<file path="config.mk">
export PLATFORM = sky130hd
export DESIGN_NAME = ps2_command_sender
export DESIGN_NICKNAME = d
export VERILOG_FILES = /design/src/rtl/ps2_command_sender_pkg.sv /design/src/rtl/ps2_command_sender_line_sync.sv /design/src/rtl/ps2_command_sender.sv
export SDC_FILE = /design/constraint.sdc
export NUM_CORES = 1
export LEC_CHECK = 0
export ABC_CLOCK_PERIOD_IN_PS = 5100
export CAP_MARGIN = 20
export CORE_ASPECT_RATIO = 1.4
export CORE_MARGIN = 1.5
export CORE_UTILIZATION = 65
export DETAILED_ROUTE_END_ITERATION = 8
export DONT_BUFFER_PORTS = 1
export PLACE_DENSITY_LB_ADDON = 0.15
export REMOVE_ABC_BUFFERS = 1
export SYNTH_ARGS = -nofsm -noshare
export SYNTH_HDL_FRONTEND = slang
export SYNTH_SLANG_ARGS = --single-unit
export TNS_END_PERCENT = 50
</file>
<file path="constraint.sdc">
create_clock -name CLOCK_50 -period 5.1 [get_ports CLOCK_50]
set_input_delay 0.255 -clock CLOCK_50 [delete_from_list [all_inputs] [get_ports CLOCK_50]]
set_output_delay 0.255 -clock CLOCK_50 [all_outputs]
set_load 0.05 [all_outputs]
</file>
<file path="src/rtl/ps2_command_sender_pkg.sv">
// ps2_command_sender_pkg: transmitter state encoding, default timing and frame builder
package ps2_command_sender_pkg;
  localparam int unsigned PS2_INHIBIT_CYCLES = 5000;
  localparam int unsigned PS2_START_TIMEOUT  = 750000;
  localparam int unsigned PS2_XFER_TIMEOUT   = 100000;
  localparam int unsigned PS2_CNT_W          = 20;
  typedef enum logic [2:0] {
    TX_IDLE,
    TX_INHIBIT,
    TX_REQUEST,
    TX_SEND,
    TX_WAIT_RELEASE,
    TX_ERR_TO,
    TX_ERR_NA
  } tx_state_e;
  function automatic logic [8:0] frame_bits(input logic [7:0] b);
    return {~^b, b};
  endfunction
endpackage

</file>
<file path="src/rtl/ps2_command_sender_line_sync.sv">
// ps2_command_sender_line_sync: 2-flop synchronizers for PS2 clk/dat plus clock falling-edge detect
module ps2_command_sender_line_sync (
  input  logic clk,
  input  logic rst,
  input  logic clk_i,
  input  logic dat_i,
  output logic clk_o,
  output logic dat_o,
  output logic clk_fall_o
);
  logic [1:0] clk_sync_q;
  logic [1:0] dat_sync_q;
  logic       clk_prev_q;
  // Idle PS/2 lines sit high, so reset to 1 to avoid a spurious edge.
  always_ff @(posedge clk)
    if (rst) begin
      clk_sync_q <= 2'b11;
      dat_sync_q <= 2'b11;
      clk_prev_q <= 1'b1;
    end else begin
      clk_sync_q <= {clk_sync_q[0], clk_i};
      dat_sync_q <= {dat_sync_q[0], dat_i};
      clk_prev_q <= clk_sync_q[1];
    end
  assign clk_o      = clk_sync_q[1];
  assign dat_o      = dat_sync_q[1];
  assign clk_fall_o = clk_prev_q & ~clk_sync_q[1];
endmodule

</file>
<file path="src/rtl/ps2_command_sender.sv">
// ps2_command_sender: host-to-device PS/2 command byte transmitter with ACK and timeout checks
module ps2_command_sender
  import ps2_command_sender_pkg::*;
#(
  parameter int unsigned INHIBIT_CYCLES = PS2_INHIBIT_CYCLES,
  parameter int unsigned START_TIMEOUT  = PS2_START_TIMEOUT,
  parameter int unsigned XFER_TIMEOUT   = PS2_XFER_TIMEOUT,
  parameter int unsigned CNT_W          = PS2_CNT_W
) (
  input  logic       CLOCK_50,
  input  logic       resetn,
  input  logic [7:0] commandToSend,
  input  logic       sendCommand,
  input  logic       ps2ClkIn,
  input  logic       ps2DatIn,
  output logic       ps2ClkDriveLow,
  output logic       ps2DatDriveLow,
  output logic       busy,
  output logic       commandWasSent,
  output logic       errorCommunicationTimedOut,
  output logic       errorNoAck
);
  localparam logic [CNT_W-1:0] INH_LAST = CNT_W'(INHIBIT_CYCLES - 1);
  localparam logic [CNT_W-1:0] START_TO = CNT_W'(START_TIMEOUT);
  localparam logic [CNT_W-1:0] XFER_TO  = CNT_W'(XFER_TIMEOUT);
  tx_state_e        state_q, state_d;
  logic [CNT_W-1:0] timer_q, timer_d;
  logic [8:0]       shift_q, shift_d;
  logic [3:0]       edge_q, edge_d;
  logic             clk_low_q, dat_low_q, dat_low_d;
  logic             done_q, done_d, to_q, to_d, na_q, na_d;
  logic             clk_sync, dat_sync, clk_fall;
  ps2_command_sender_line_sync u_sync (
    .clk        (CLOCK_50),
    .rst        (resetn),
    .clk_i      (ps2ClkIn),
    .dat_i      (ps2DatIn),
    .clk_o      (clk_sync),
    .dat_o      (dat_sync),
    .clk_fall_o (clk_fall)
  );
  always_comb begin
    state_d   = state_q;
    timer_d   = (&timer_q) ? timer_q : timer_q + CNT_W'(1);
    shift_d   = shift_q;
    edge_d    = edge_q;
    dat_low_d = dat_low_q;
    done_d    = 1'b0;
    to_d      = 1'b0;
    na_d      = 1'b0;
    case (state_q)
      TX_IDLE:
        if (sendCommand) begin
          state_d = TX_INHIBIT;
          shift_d = frame_bits(commandToSend);
          timer_d = '0;
          edge_d  = '0;
        end
      TX_INHIBIT:
        if (timer_q == INH_LAST) begin
          state_d   = TX_REQUEST;
          timer_d   = '0;
          dat_low_d = 1'b1;
        end
      TX_REQUEST:
        if (clk_fall) begin
          state_d   = TX_SEND;
          dat_low_d = ~shift_q[0];
          shift_d   = shift_q >> 1;
          edge_d    = 4'd1;
          timer_d   = '0;
        end else if (timer_q >= START_TO) state_d = TX_ERR_TO;
      // Falls 2..9 shift out data1..7 and parity, fall 10 is the stop bit, fall 11 samples ACK.
      TX_SEND:
        if (clk_fall) begin
          edge_d = edge_q + 4'd1;
          if (edge_q == 4'd10) state_d = dat_sync ? TX_ERR_NA : TX_WAIT_RELEASE;
          else if (edge_q == 4'd9) dat_low_d = 1'b0;
          else begin
            dat_low_d = ~shift_q[0];
            shift_d   = shift_q >> 1;
          end
        end else if (timer_q >= XFER_TO) state_d = TX_ERR_TO;
      TX_WAIT_RELEASE:
        if (clk_sync & dat_sync) begin
          state_d = TX_IDLE;
          done_d  = 1'b1;
        end else if (timer_q >= XFER_TO) state_d = TX_ERR_TO;
      TX_ERR_TO: begin
        state_d = TX_IDLE;
        to_d    = 1'b1;
      end
      TX_ERR_NA: begin
        state_d = TX_IDLE;
        na_d    = 1'b1;
      end
      default: state_d = TX_IDLE;
    endcase
    if (state_d inside {TX_IDLE, TX_INHIBIT, TX_WAIT_RELEASE, TX_ERR_TO, TX_ERR_NA}) dat_low_d = 1'b0;
  end
  always_ff @(posedge CLOCK_50)
    if (resetn) begin
      state_q   <= TX_IDLE;
      timer_q   <= '0;
      shift_q   <= '0;
      edge_q    <= '0;
      clk_low_q <= 1'b0;
      dat_low_q <= 1'b0;
      done_q    <= 1'b0;
      to_q      <= 1'b0;
      na_q      <= 1'b0;
    end else begin
      state_q   <= state_d;
      timer_q   <= timer_d;
      shift_q   <= shift_d;
      edge_q    <= edge_d;
      clk_low_q <= state_d == TX_INHIBIT;
      dat_low_q <= dat_low_d;
      done_q    <= done_d;
      to_q      <= to_d;
      na_q      <= na_d;
    end
  assign ps2ClkDriveLow             = clk_low_q;
  assign ps2DatDriveLow             = dat_low_q;
  assign busy                       = state_q != TX_IDLE;
  assign commandWasSent             = done_q;
  assign errorCommunicationTimedOut = to_q;
  assign errorNoAck                 = na_q;
endmodule

</file>
==> flow_metrics.env <==
export IMPL_gp_congestion=0.8555
export IMPL_htree_levels=2
export IMPL_die_w_um=54.45
export IMPL_synth_compound_gate_area_share=0.1460
export IMPL_synth_area_leaders="dfxtp_1 38%, nor2_1 6.1%, xnor2_1 5.5%"
export IMPL_max_slew_margin=0.4768
export IMPL_cts_buffer_depth=2
export IMPL_ys_warn_count=0
export IMPL_timing_final_crit_share=0.4746
export IMPL_arrival_ns=2.63
export IMPL_setup_viol=0
export IMPL_worstSetupEndpointType="register"
export IMPL_io_pins=19
export IMPL_r2r_cells=7
export IMPL_rsz0062_at_grt="no"
export IMPL_synth_area_mm2=0.002409
export IMPL_max_slew_worst_pin_slew_ns=0.7831
export IMPL_grt_antenna_before_repair=0
export IMPL_async_reset_ff_frac=0
export IMPL_synth_seq_cells=46
export IMPL_p_total_mw=0.7062
export IMPL_critPathTopFamily="compound AO/OA/AOI/OAI gates"
export IMPL_synth_mux_area_frac=0.004156
export IMPL_globalRouteOverflowTotal=0
export IMPL_syn_area_per_cell_um2=8.082
export IMPL_area_sequential_um2=920.9
export IMPL_multi_input_area_mm2=0.001399
export IMPL_yosys_area_share_simple=0.3319
export IMPL_cp_max_fo=20
export IMPL_cts_tree="yes"
export IMPL_ant_nets=0
export IMPL_die_h_um=75.03
export IMPL_cpPeakStageDelay_ns=0.58
export IMPL_die_area_mm2=0.004085
export IMPL_critPathBufInv=0
export IMPL_path_cells="ha_1, nand4bb_1, or3_1, o31ai_1, a21o_1, a31oi_1, o21a_1"
export IMPL_num_nets_final=309
export IMPL_start_util=0.6670
export IMPL_rr_endpoint="timer_q[19]$_SDFF_PP0_"
export IMPL_min_path_cells=1
export IMPL_grt_pass1_vias=1932
export IMPL_ys_flop_type="dfxtp_1"
export IMPL_root_buffer="clkbuf_8"
export IMPL_dp_hpwl_um=3556
export IMPL_peakVddDrop_v=0.0002826
export IMPL_hold_ws_ns=0.008741
export IMPL_core_area_mm2=0.003611
export IMPL_finClkSkew_ns=0.005479
export IMPL_timing_fmax_ghz=0.4131
export IMPL_outcome="finished, final reports clean"
export IMPL_maxCapViolations=0
export IMPL_grt_pass1_wl_um=8411
export IMPL_rows=26
export IMPL_hold_violations=0
export IMPL_synth_top_cell_area_share=0.3823
export IMPL_hold_class="input pin to register"
export IMPL_post_cts_buffers=0
export IMPL_synth_edf_count=0
export IMPL_netlist_top_cells_count="46 x dfxtp_1, 39 x nor2_1, 33 x nand2_1"
export IMPL_finalCriticalPeriod_ns=2.420
export IMPL_wl_per_cell_um=15.38
export IMPL_regToRegSetupSlack_ns=2.68
export IMPL_io_buffers=0
export IMPL_criticalPathCategory="register to register"
export IMPL_synth_xor_area_share=0.07273
export IMPL_synth_adder_area_share=0.02597
export IMPL_leakage_nw=0.8433
export IMPL_synth_top_family_by_area="simple AND/OR/NAND/NOR gates"
export IMPL_drcViolationCount=0
export IMPL_totalWireLength_um=5137
export IMPL_synth_top_area_cell="dfxtp_1"
export IMPL_maxSlewViolCount=0
export IMPL_syn_inst=298
export IMPL_n_antenna_cell=0
export IMPL_cts_sinks=46
export IMPL_hold_end="edge_q[3]$_SDFFE_PP0P_"
export IMPL_fillers=312
export IMPL_finalSetupTns_ns=0
export IMPL_yosysMostFrequentCell="dfxtp_1"
export IMPL_cp_data_required_time_ns=5.30
export IMPL_grt_max_degree=22
export IMPL_fin_util=0.7024
export IMPL_vias=2060
export IMPL_cp_start_kind="register"
export IMPL_hp_start="resetn"
export IMPL_insertion_delay_ns=0.30
export IMPL_r2r_start="timer_q[1]$_SDFF_PP0_"
export IMPL_synth_distinct_cells=50
export IMPL_ys_seq_area_frac=0.3823
export IMPL_p_per_area_mw_per_mm2=278.4
export IMPL_drt_pass1_iterations=4
export IMPL_drive_above_1_share=0.06507
export IMPL_numCtsBuffers=5
export IMPL_grt_usage=0.2803
export IMPL_first_iter_violations=53
export IMPL_clk_pin_slew_worst_paths_ns=0.09
export IMPL_slowest_stage="a21o_1"
export IMPL_via_per_inst=6.168
export IMPL_area_delta_synth_final_pct=5.299
-- state kept, by name (all words and copies together), names as in the netlist --
signal / count
state_q: 3
ps2DatDriveLow: 1
edge_q: 4
u_sync.dat_sync_q: 2
errorNoAck: 1
ps2ClkDriveLow: 1
errorCommunicationTimedOut: 1
u_sync.clk_sync_q: 2
u_sync.clk_prev_q: 1
shift_q: 9
commandWasSent: 1
timer_q: 20
-- metrics by stage --
step | instance area (um2) | worst slack, ns | instances
6_report | 2536 | 2.680 | 334
5_1_grt | 2536 | 2.439 | 334
4_1_cts | 2519 | 2.603 | 332
3_5_place_dp | 2395 | 2.645 | 323
3_3_place_gp | 2395 | 2.728 | 323
2_1_floorplan | 2342 | 3.044 | 281
-- worst max-delay path by stage --
stage,startpoint,to,slack (ns),depth (start not counted)
floorplan,timer_q[1]$_SDFF_PP0_,ps2DatDriveLow$_SDFFE_PP0P_,3.04,7
global placement,timer_q[1]$_SDFF_PP0_,timer_q[19]$_SDFF_PP0_,2.73,7
detailed placement,edge_q[0]$_SDFFE_PP0P_,shift_q[1]$_SDFFE_PP0P_,2.64,7
CTS,edge_q[0]$_SDFFE_PP0P_,shift_q[1]$_SDFFE_PP0P_,2.60,7
global route,timer_q[1]$_SDFF_PP0_,timer_q[19]$_SDFF_PP0_,2.44,7
finish,timer_q[1]$_SDFF_PP0_,timer_q[19]$_SDFF_PP0_,2.68,7
-- power breakdown --
part	internal [mW]	switching, mW
logic	0.0221	0.0290
clock network	0.146	0.128
registers	0.370	0.0119
-- layer usage --
metal | part of all wire | track usage | up-vias | wire, um
met3 | 0.043 | 0.05556 | 12 | 223
li1 | - | - | 1045 | -
met5 | 0 | 0 | - | 0
met1 | 0.40 | 0.3063 | 955 | 2056
met2 | 0.53 | 0.5007 | 48 | 2717
met4 | 0.027 | 0.1361 | 0 | 139
-- cell families after synthesis --
logic type	count (synthesis)
simple gates	154
compound gates	49
flops	46
buf+inv	23
xor+xnor	20
fa+ha+maj	5
mux	1
-- repair_timing --
| action | 4_1_cts | 5_1_grt |
|---|---|---|
| hold endpoints to repair | 1 | 6 |
| hold buffers | 1 | 1 |
| gates resized for setup | 0 | 0 |
-- cells in the final DEF, fill, tap and decap left out, types with 2 or more instances in the layout --
| cell | n |
|---|---|
| o31ai_1 | 2 |
| nand2_1 | 33 |
| ha_1 | 5 |
| clkbuf_8 | 5 |
| a31oi_1 | 4 |
| clkinvlp_4 | 2 |
| nor4_1 | 2 |
| a21o_1 | 2 |
| or3_1 | 6 |
| nor2b_1 | 6 |
| and2_1 | 3 |
| o21ai_0 | 5 |
| and3b_1 | 2 |
| nor2_1 | 39 |
| inv_1 | 6 |
| dlygate4sd3_1 | 2 |
| o211ai_1 | 2 |
| or2_2 | 5 |
| nor4b_1 | 3 |
| xor2_1 | 5 |
| nand3_1 | 11 |
| a311oi_1 | 11 |
| nand2b_1 | 7 |
| xnor2_1 | 15 |
| or4_1 | 2 |
| nor3_1 | 12 |
| a211oi_1 | 3 |
| and3_1 | 7 |
| dfxtp_1 | 46 |
| nand4_1 | 6 |
| a21oi_1 | 10 |
| o21ai_1 | 2 |
| nand4b_1 | 2 |
-- area by class of cell --
| type | instances | area share |
|---|---|---|
| multi-input combinational | 229 | 0.5516 |
| inverter | 6 | 0.008880 |
| sequential | 46 | 0.3631 |
| tap | 42 | 0.02072 |
| clock buffer | 5 | 0.02713 |
| clock inverter | 3 | 0.01776 |
| timing repair buffer | 3 | 0.01085 |
No activity file was read; power rests on OpenSTA's default activity.
